$ cat src/rtl/csr_bank_pkg.sv
// csr_bank_pkg: shared constants and types for the csr_bank_apb CSR bank.
//   - APB byte-address offsets of every register
//   - CTRL / STATUS field positions
//   - result-fetch FSM state type
//   - drop counter width
package csr_bank_pkg;

    // Register byte offsets
    localparam int unsigned ADDR_CTRL      = 32'h00;
    localparam int unsigned ADDR_STATUS    = 32'h04;
    localparam int unsigned ADDR_RESULT    = 32'h08;
    localparam int unsigned ADDR_DROP_CLR  = 32'h0C;
    localparam int unsigned ADDR_DATA_BASE = 32'h10;

    // CTRL fields
    localparam int unsigned CTRL_START_BIT    = 0;
    localparam int unsigned CTRL_OP_LSB       = 1;
    localparam int unsigned CTRL_ID_LSB       = 8;
    localparam int unsigned CTRL_IRQ_MASK_BIT = 31;

    // STATUS fields
    localparam int unsigned STAT_FULL_BIT      = 0;
    localparam int unsigned STAT_EMPTY_BIT     = 1;
    localparam int unsigned STAT_PENDING_BIT   = 2;
    localparam int unsigned STAT_RES_VALID_BIT = 3;
    localparam int unsigned STAT_DROP_LSB      = 8;

    localparam int unsigned DROP_CNT_W = 8;

    typedef enum logic [1:0] {
        R_IDLE  = 2'd0,
        R_FETCH = 2'd1,
        R_HOLD  = 2'd2
    } r_state_e;

endpackage

$ cat src/rtl/csr_result_fetch.sv
// csr_result_fetch: pulls one entry from FIFO_OUT into a sticky RESULT
// register and holds it until software reads it.
//   fifo_out_empty / fifo_out_r_en / fifo_out_rdata : FIFO_OUT read side
//                                                     (data valid 1 cycle after r_en)
//   res_clr   : clearing RESULT read completing this cycle
//   result    : RESULT register
//   res_valid : RESULT holds an unread value
module csr_result_fetch
    import csr_bank_pkg::*;
#(
    parameter int unsigned FIFO_OUT_WIDTH = 25
) (
    input  logic                      clk,
    input  logic                      rst_n,
    input  logic                      fifo_out_empty,
    output logic                      fifo_out_r_en,
    input  logic [FIFO_OUT_WIDTH-1:0] fifo_out_rdata,
    input  logic                      res_clr,
    output logic [FIFO_OUT_WIDTH-1:0] result,
    output logic                      res_valid
);

    r_state_e                  state_q, state_d;
    logic [1:0]                state_raw_q;
    logic [FIFO_OUT_WIDTH-1:0] result_q, result_d;
    logic                      res_valid_q, res_valid_d;

    assign state_q = r_state_e'(state_raw_q);

    always_comb begin
        state_d       = state_q;
        result_d      = result_q;
        res_valid_d   = res_valid_q;
        fifo_out_r_en = 1'b0;
        unique case (state_q)
            R_IDLE: begin
                if (!fifo_out_empty && !res_valid_q) begin
                    fifo_out_r_en = 1'b1;
                    state_d       = R_FETCH;
                end
            end
            R_FETCH: begin
                // FIFO data is valid the cycle after the pop strobe
                result_d    = fifo_out_rdata;
                res_valid_d = 1'b1;
                state_d     = R_HOLD;
            end
            R_HOLD: begin
                if (res_clr) begin
                    res_valid_d = 1'b0;
                    state_d     = R_IDLE;
                end
            end
            default: state_d = R_IDLE;
        endcase
    end

    d_ff_async_en #(.WIDTH(2)) u_state_ff (
        .clk   (clk),
        .rst_n (rst_n),
        .en    (1'b1),
        .d     (state_d),
        .q     (state_raw_q)
    );

    d_ff_async_en #(.WIDTH(FIFO_OUT_WIDTH)) u_result_ff (
        .clk   (clk),
        .rst_n (rst_n),
        .en    (1'b1),
        .d     (result_d),
        .q     (result_q)
    );

    d_ff_async_en #(.WIDTH(1)) u_res_valid_ff (
        .clk   (clk),
        .rst_n (rst_n),
        .en    (1'b1),
        .d     (res_valid_d),
        .q     (res_valid_q)
    );

    assign result    = result_q;
    assign res_valid = res_valid_q;

endmodule

$ cat src/rtl/d_ff_async_en.sv
// d_ff_async_en: WIDTH-bit register with enable and asynchronous active-low
// reset to zero.
//   clk, rst_n : clock, async active-low reset
//   en         : load enable
//   d / q      : next value / registered value
module d_ff_async_en #(
    parameter int unsigned WIDTH = 1
) (
    input  logic             clk,
    input  logic             rst_n,
    input  logic             en,
    input  logic [WIDTH-1:0] d,
    output logic [WIDTH-1:0] q
);

    always_ff @(posedge clk or negedge rst_n) begin
        if (!rst_n) begin
            q <= '0;
        end else if (en) begin
            q <= d;
        end
    end

endmodule

$ cat src/rtl/csr_bank_apb.sv
// csr_bank_apb: zero-wait-state APB CSR bank for an ALU command/result path.
//   APB     : psel, penable, pwrite, paddr, pwdata, prdata, pready (tied 1), pslverr
//   FIFO_IN : fifo_in_full, fifo_in_w_en, fifo_in_wdata (command word
//             {DATA_{N-1}, ..., DATA_0, ID, OP})
//   FIFO_OUT: fifo_out_empty, fifo_out_r_en, fifo_out_rdata
//   irq     : result interrupt, present only when CSR_IRQ_EN is defined
// Build option: `define CSR_IRQ_EN adds CTRL.IRQ_MASK (bit31) and the irq port.
module csr_bank_apb
    import csr_bank_pkg::*;
#(
    parameter int unsigned APB_BUS_SIZE   = 32,
    parameter int unsigned ADDR_WIDTH     = 8,
    parameter int unsigned DATA_SIZE      = 16,
    parameter int unsigned NUM_OPERANDS   = 2,
    parameter int unsigned ID_SIZE        = 8,
    parameter int unsigned OPERATION_SIZE = 2,
    parameter int unsigned FIFO_OUT_WIDTH = 25,
    parameter int unsigned FIFO_IN_WIDTH  = NUM_OPERANDS * DATA_SIZE + ID_SIZE + OPERATION_SIZE
) (
    input  logic                      clk,
    input  logic                      rst_n,
    input  logic                      psel,
    input  logic                      penable,
    input  logic                      pwrite,
    input  logic [ADDR_WIDTH-1:0]     paddr,
    input  logic [APB_BUS_SIZE-1:0]   pwdata,
    output logic [APB_BUS_SIZE-1:0]   prdata,
    output logic                      pready,
    output logic                      pslverr,
    input  logic                      fifo_in_full,
    output logic                      fifo_in_w_en,
    output logic [FIFO_IN_WIDTH-1:0]  fifo_in_wdata,
    input  logic                      fifo_out_empty,
    output logic                      fifo_out_r_en,
    input  logic [FIFO_OUT_WIDTH-1:0] fifo_out_rdata
`ifdef CSR_IRQ_EN
    ,
    output logic                      irq
`endif
);

    localparam int unsigned CMD_LSB = ID_SIZE + OPERATION_SIZE;

    logic                      access, err, wr_ok, rd_ok;
    logic                      hit_ctrl, hit_status, hit_result, hit_drop, mapped;
    logic [NUM_OPERANDS-1:0]   hit_data;
    logic                      ctrl_we, start, start_ok, drop;
    logic [OPERATION_SIZE-1:0] op_q, op_d;
    logic [ID_SIZE-1:0]        id_q, id_d;
    logic [APB_BUS_SIZE-1:0]   data_q [NUM_OPERANDS];
    logic [FIFO_IN_WIDTH-1:0]  slot_q, slot_d;
    logic                      pending_q, pending_d;
    logic [DROP_CNT_W-1:0]     drop_cnt_q, drop_cnt_d;
    logic [FIFO_OUT_WIDTH-1:0] result;
    logic                      res_valid, res_clr;

    assign pready = 1'b1;
    assign access = psel & penable;

    // Address decode and error classification
    always_comb begin
        hit_ctrl   = (paddr == ADDR_WIDTH'(ADDR_CTRL));
        hit_status = (paddr == ADDR_WIDTH'(ADDR_STATUS));
        hit_result = (paddr == ADDR_WIDTH'(ADDR_RESULT));
        hit_drop   = (paddr == ADDR_WIDTH'(ADDR_DROP_CLR));
        for (int i = 0; i < NUM_OPERANDS; i++) begin
            hit_data[i] = (paddr == ADDR_WIDTH'(ADDR_DATA_BASE + 4 * i));
        end
        mapped = hit_ctrl | hit_status | hit_result | hit_drop | (|hit_data);
        err    = access & (!mapped | (pwrite & (hit_status | hit_result)) |
                           (!pwrite & hit_drop));
        wr_ok  = access & pwrite & !err;
        rd_ok  = access & !pwrite & !err;
    end

    assign pslverr = err;
    assign res_clr = rd_ok & hit_result;

    // Command path: a START snapshots operands (pre-write values) plus the OP/ID
    // being written; a START while a command is still pending is dropped.
    always_comb begin
        ctrl_we  = wr_ok & hit_ctrl;
        start    = ctrl_we & pwdata[CTRL_START_BIT];
        start_ok = start & !pending_q;
        drop     = start & pending_q;
        op_d     = pwdata[CTRL_OP_LSB +: OPERATION_SIZE];
        id_d     = pwdata[CTRL_ID_LSB +: ID_SIZE];

        slot_d = '0;
        slot_d[OPERATION_SIZE-1:0]       = op_d;
        slot_d[OPERATION_SIZE +: ID_SIZE] = id_d;
        for (int i = 0; i < NUM_OPERANDS; i++) begin
            slot_d[CMD_LSB + i * DATA_SIZE +: DATA_SIZE] = data_q[i][DATA_SIZE-1:0];
        end

        fifo_in_w_en = pending_q & !fifo_in_full;

        pending_d = pending_q;
        if (start_ok) begin
            pending_d = 1'b1;
        end else if (fifo_in_w_en) begin
            pending_d = 1'b0;
        end

        drop_cnt_d = drop_cnt_q;
        if (wr_ok && hit_drop) begin
            drop_cnt_d = '0;
        end else if (drop && drop_cnt_q != '1) begin
            drop_cnt_d = drop_cnt_q + DROP_CNT_W'(1);
        end
    end

    assign fifo_in_wdata = slot_q;

    d_ff_async_en #(.WIDTH(OPERATION_SIZE)) u_op_ff (
        .clk (clk), .rst_n (rst_n), .en (ctrl_we), .d (op_d), .q (op_q)
    );
    d_ff_async_en #(.WIDTH(ID_SIZE)) u_id_ff (
        .clk (clk), .rst_n (rst_n), .en (ctrl_we), .d (id_d), .q (id_q)
    );
    d_ff_async_en #(.WIDTH(FIFO_IN_WIDTH)) u_slot_ff (
        .clk (clk), .rst_n (rst_n), .en (start_ok), .d (slot_d), .q (slot_q)
    );
    d_ff_async_en #(.WIDTH(1)) u_pending_ff (
        .clk (clk), .rst_n (rst_n), .en (1'b1), .d (pending_d), .q (pending_q)
    );
    d_ff_async_en #(.WIDTH(DROP_CNT_W)) u_drop_cnt_ff (
        .clk (clk), .rst_n (rst_n), .en (1'b1), .d (drop_cnt_d), .q (drop_cnt_q)
    );

    for (genvar g = 0; g < NUM_OPERANDS; g++) begin : g_data
        d_ff_async_en #(.WIDTH(APB_BUS_SIZE)) u_data_ff (
            .clk   (clk),
            .rst_n (rst_n),
            .en    (wr_ok & hit_data[g]),
            .d     (pwdata),
            .q     (data_q[g])
        );
    end

`ifdef CSR_IRQ_EN
    logic irq_mask_q, irq_q, irq_d;

    assign irq_d = res_valid & irq_mask_q;
    assign irq   = irq_q;

    d_ff_async_en #(.WIDTH(1)) u_irq_mask_ff (
        .clk (clk), .rst_n (rst_n), .en (ctrl_we),
        .d (pwdata[CTRL_IRQ_MASK_BIT]), .q (irq_mask_q)
    );
    d_ff_async_en #(.WIDTH(1)) u_irq_ff (
        .clk (clk), .rst_n (rst_n), .en (1'b1), .d (irq_d), .q (irq_q)
    );
`endif

    // Read mux; error accesses and idle bus return 0
    always_comb begin
        prdata = '0;
        if (access && !err) begin
            if (hit_ctrl) begin
                prdata[CTRL_OP_LSB +: OPERATION_SIZE] = op_q;
                prdata[CTRL_ID_LSB +: ID_SIZE]        = id_q;
`ifdef CSR_IRQ_EN
                prdata[CTRL_IRQ_MASK_BIT]             = irq_mask_q;
`endif
            end
            if (hit_status) begin
                prdata[STAT_FULL_BIT]                  = fifo_in_full;
                prdata[STAT_EMPTY_BIT]                 = fifo_out_empty;
                prdata[STAT_PENDING_BIT]               = pending_q;
                prdata[STAT_RES_VALID_BIT]             = res_valid;
                prdata[STAT_DROP_LSB +: DROP_CNT_W]    = drop_cnt_q;
            end
            if (hit_result) begin
                prdata = APB_BUS_SIZE'(result);
            end
            for (int i = 0; i < NUM_OPERANDS; i++) begin
                if (hit_data[i]) begin
                    prdata = data_q[i];
                end
            end
        end
    end

    csr_result_fetch #(
        .FIFO_OUT_WIDTH (FIFO_OUT_WIDTH)
    ) u_result_fetch (
        .clk            (clk),
        .rst_n          (rst_n),
        .fifo_out_empty (fifo_out_empty),
        .fifo_out_r_en  (fifo_out_r_en),
        .fifo_out_rdata (fifo_out_rdata),
        .res_clr        (res_clr),
        .result         (result),
        .res_valid      (res_valid)
    );

endmodule

$ cat config.mk
export PLATFORM = sky130hd
export DESIGN_NAME = csr_bank_apb
export DESIGN_NICKNAME = d
export VERILOG_FILES = /design/src/rtl/csr_bank_pkg.sv /design/src/rtl/csr_result_fetch.sv /design/src/rtl/d_ff_async_en.sv /design/src/rtl/csr_bank_apb.sv
export SDC_FILE = /design/constraint.sdc
export NUM_CORES = 1
export LEC_CHECK = 0
export CORE_MARGIN = 2
export CORE_UTILIZATION = 55
export CTS_CLUSTER_DIAMETER = 50
export DETAILED_ROUTE_END_ITERATION = 12
export PLACE_DENSITY = 0.93
export SYNTH_ARGS = -nofsm -noshare
export SYNTH_HDL_FRONTEND = slang
export SYNTH_HIERARCHICAL = 1
export SYNTH_SLANG_ARGS = --single-unit
$ cat constraint.sdc
create_clock -name clk -period 3.4 [get_ports clk]
set_input_delay 0.51 -clock clk [delete_from_list [all_inputs] [get_ports clk]]
set_output_delay 0.51 -clock clk [all_outputs]
set_load 0.02 [all_outputs]
==> results.rst, run 1 <==
.. list-table::
   :header-rows: 1

   * - Metric
     - Value
   * - Routed wire length
     - 20.6 mm
   * - Number of global-route vias before repair
     - around 6000
   * - Synth Area in Compound Gates
     - 8.41%
   * - DR DRC count
     - 0
   * - Critical Path AT
     - around 2.8 ns
   * - Sequential cell area fraction in the yosys report
     - between 40% and 50%
   * - Critical path startpoint category
     - input pin
   * - Final worst clock skew
     - 0.00789 ns
   * - Number of setup violations in the final report
     - 0
   * - Die boundary height
     - around 130 um
   * - Fin crit period
     - 3.34 ns
   * - CTS sink count
     - 153
   * - Cell Rows
     - 44
   * - Placer congestion estimate
     - a little under 0.9
   * - Normalized max-slew margin
     - 40.8%
   * - Simple-gate share of the synthesized area
     - 6.98%
   * - Synthesis-to-layout area growth
     - 27.9%
   * - Largest net degree at the start of global routing
     - roughly 70
   * - Worst-path clk slew
     - roughly 0.06 ns
   * - Transition at the pin with the smallest max-transition slack
     - 0.889 ns
   * - Share of final-layout standard cells stronger than drive strength 1
     - a little over a third
   * - Starting Density
     - a little under three fifths
   * - Arithmetic-cell share of the synthesized area counting full adders, half adders and majority gates
     - 0.759%
   * - Pins Over Slew Limit
     - 0
   * - Final antenna diode count
     - 0
   * - Ports placed on the boundary
     - 150
   * - Number of max-cap violations
     - 0
   * - Wirelength per Cell
     - 21.8 um
   * - Cell area after technology mapping
     - between 8000 and 9000 sq um
   * - Standard cell core area
     - around 15000 sq um
   * - Setup repair bufs after CTS
     - 0
   * - Setup TNS after final layout
     - 0 ns
   * - HP Class
     - input pin to asynchronous set/reset pin
   * - Number of storage elements in the synthesis netlist
     - 153
   * - Number of buffers inserted by hold repair at cts
     - 0
   * - Worst slack at placement
     - 0.0811 ns
   * - Synth warn
     - 6
   * - Leakage power figure
     - about 4.9 nW
   * - DIE AREA
     - 16000 sq um
   * - Final standard cell utilization of the core
     - between 70% and 80%
   * - Number of cells upsized or downsized after cts
     - 0
   * - Total global routing track utilization
     - a little over a quarter
   * - Total chip power
     - about 5.3 mW
   * - Mux contribution to synthesized area
     - around a third
   * - Total clock buffers created by CTS
     - 17
   * - Worst supply voltage drop on vdd
     - roughly 0.35 mV
   * - Detailed router's first-iteration violation count
     - between 500 and 600
   * - 1st-pass router iterations
     - 6
   * - Post-route setup slack
     - 0.0595 ns
   * - Root Buffer Master
     - clkbuf_16
   * - Clk Latency, worst-skew pair
     - ~0.43 ns
   * - Biggest fanout along the worst timing path
     - 12
   * - Number of enable-type register cells in the synthesized netlist
     - 0
   * - Die boundary width
     - approximately 130 um
   * - Data required time at the worst endpoint
     - between 2 and 3 ns
   * - Xor and xnor fraction of the mapped netlist area
     - less than 1%
   * - Layout net count
     - about 830
   * - Dominant combinational cell family by area after synthesis
     - multiplexers
   * - WS Path Type
     - input pin to output port
   * - Residual antenna-violating net count after detailed routing
     - 0
   * - Mapped Avg Cell Area
     - around 14 sq um
   * - TritonCTS clock tree
     - done
   * - Result of the run
     - finished, final reports clean
   * - Proportion of register bits with asynchronous set or reset after synthesis
     - between 90% and 100%
   * - Final hold violations
     - 0
   * - Post-synthesis cell type count
     - 53
   * - Clock Tree Buf Depth
     - 2
   * - H-tree lvl count
     - 4
   * - Pwr/cell area
     - roughly 500 nW/um^2
   * - Detail Placement HPWL
     - 14.0 mm
   * - Kind of end point of the critical path
     - output port
   * - DR vias
     - ~5700
   * - Final worst-path cycle share
     - between 90% and 100%
   * - Number of standard cells after synthesis
     - between 500 and 600
   * - Vias/cell
     - between 6 and 7
   * - Primary FF master, synth
     - dfrtp_1
   * - Global-route wire length before repair
     - 33.3 mm
   * - Timing-limited maximum frequency
     - between 0.2 and 0.3 GHz
   * - Antenna violations before repair
     - 0
   * - Count of buffers from port buffering
     - about 150
   * - Total congestion overflow
     - 0
-- cell families (layout without fill, tap and decap cells) --
group,count (synthesis),after routing
flip-flops,153,153
other,2,7
AND/OR/NAND/NOR,107,107
buffers and inverters,46,216
adder cells (fa/ha/maj),5,5
XOR/XNOR,1,1
AO/OA/AOI/OAI,92,92
multiplexers,179,179
-- stage by stage --
stage | instance area (sq um) | std cells | hold slack (ns)
after floorplan | 8260 | 590 | 0.214
after global placement | 9860 | 914 | 0.490
after detailed placement | 9860 | 914 | 0.492
after CTS | 10500 | 944 | 0.102
after global routing | 10500 | 944 | 0.137
final | 10500 | 944 | 0.0781
-- path summary, 6_finish.rpt --
check,to,startpoint,depth (start not counted),slack [ns]
setup / recovery,prdata[4],paddr[3],8,0.06
hold / removal,g_data[1].u_data_ff/q[13]$_DFFE_PN0P_,rst_n,1,0.08
setup reg to reg,u_result_fetch/u_result_ff/q[5]$_DFFE_PN0P_,u_result_fetch/u_state_ff/q[1]$_DFFE_PN0P_,4,1.24
hold reg to reg,u_slot_ff/q[24]$_DFFE_PN0P_,u_slot_ff/q[24]$_DFFE_PN0P_,1,0.51
max in group asynchronous,u_slot_ff/q[13]$_DFFE_PN0P_,rst_n,2,2.48
min in group clk,u_slot_ff/q[24]$_DFFE_PN0P_,u_slot_ff/q[24]$_DFFE_PN0P_,1,0.51
-- registers in the layout, indices dropped and copies added, names as in the netlist --
register and flops:
u_result_fetch/u_res_valid_ff/q 1, u_pending_ff/q 1, u_slot_ff/q 42, u_result_fetch/u_state_ff/q 2, u_result_fetch/u_result_ff/q 25, g_data.u_data_ff/q 64
u_op_ff/q 2, u_drop_cnt_ff/q 8, u_id_ff/q 8
-- routing by layer --
layer  wire length [um]  GRT usage (%)  share of wire, %  vias to the layer above
met4                463           9.05               2.3                        0
met1               8540           34.3                42                     2927
met5                  0              0                 0                        -
li1                   -              -                 -                     2468
met2              10200           43.7                49                      273
met3               1410           6.66               6.9                       47
-- power breakdown --
part           internal, mW  leakage, nW  switching (mW)
combinational         0.650         2.51           0.390
sequential             1.99         2.08           0.187
clock                  1.32        0.309           0.757
total                  3.96         4.90            1.33
-- synthesized netlist by cell type (2+ instances only) --
| cell type | n | area, sq um |
|---|---|---|
| mux2_4 | 155 | 2330 |
| dfrtp_1 | 153 | 3830 |
| nor2_1 | 36 | 135 |
| mux2_2 | 23 | 259 |
| a21oi_1 | 21 | 105 |
| nand2_1 | 21 | 78.8 |
| a22oi_1 | 19 | 143 |
| buf_12 | 14 | 280 |
| a222oi_1 | 11 | 110 |
| clkbuf_1 | 11 | 41.3 |
| o21bai_1 | 9 | 67.6 |
| o221a_2 | 9 | 101 |
| buf_6 | 8 | 90.1 |
| o21ai_0 | 8 | 40.0 |
| nor2b_1 | 7 | 43.8 |
| buf_2 | 6 | 30.0 |
| o31ai_1 | 6 | 45.0 |
| or4_1 | 6 | 45.0 |
| ha_1 | 5 | 62.6 |
| nor3_1 | 5 | 25.0 |
| inv_1 | 4 | 15.0 |
| nand3_1 | 4 | 20.0 |
| and2_1 | 3 | 18.8 |
| and3_1 | 3 | 18.8 |
| a32o_1 | 2 | 20.0 |
| and3b_1 | 2 | 17.5 |
| and4_1 | 2 | 17.5 |
| buf_1 | 2 | 7.51 |
| conb_1 | 2 | 7.51 |
| nand2b_1 | 2 | 12.5 |
| nand4_1 | 2 | 12.5 |
| nor3b_1 | 2 | 15.0 |
| or3_1 | 2 | 12.5 |
-- worst max-delay path, cell delays in order --
cell	delay [ns]
clkdlybuf4s50_1	0.49
buf_4	0.21
nor3b_2	0.17
and3_1	0.22
buf_12	0.15
a222oi_1	0.41
nor2_1	0.08
clkdlybuf4s50_1	0.57
-- cells in the final DEF (no fill, tap or decap), drive strengths merged, types with 2 or more instances in the layout --
cell / instances
mux2: 178
dfrtp: 153
clkdlybuf4s50: 135
nor2: 37
buf: 35
nand2: 21
a21oi: 21
a22oi: 19
clkbuf: 19
dlymetal6s2s: 12
a222oi: 11
o21bai: 9
o221a: 9
o21ai: 8
conb: 7
nor2b: 7
o31ai: 6
or4: 6
nor3: 6
bufinv: 5
ha: 5
clkinv: 5
nand3: 4
inv: 4
and2: 3
nand4: 3
and3: 3
or3: 2
nand2b: 2
and4: 2
a32o: 2
nor4: 2
and3b: 2
nor3b: 2
-- cell type report --
| cell class | instances | area (sq um) |
|---|---|---|
| Clock buffer | 19 | 443 |
| Clock inverter | 11 | 198 |
| Fill cell | 868 | 4050 |
| Inverter | 4 | 15.0 |
| Multi-Input combinational cell | 391 | 4000 |
| Sequential cell | 153 | 3830 |
| Tap cell | 184 | 230 |
| Timing Repair Buffer | 182 | 1830 |
No activity file was read; power rests on OpenSTA's default activity.
==> inputs of run 2 (changes only) <==
CAP_MARGIN = 20   (was default)
==> results of run 2 <==
Final layout, timing and power as in run 1 (identical DEF).
==> inputs of run 3 (changes only) <==
CTS_CLUSTER_SIZE = 12   (was default)
==> results of run 3 <==
Final layout, timing and power as in run 1 (identical DEF).
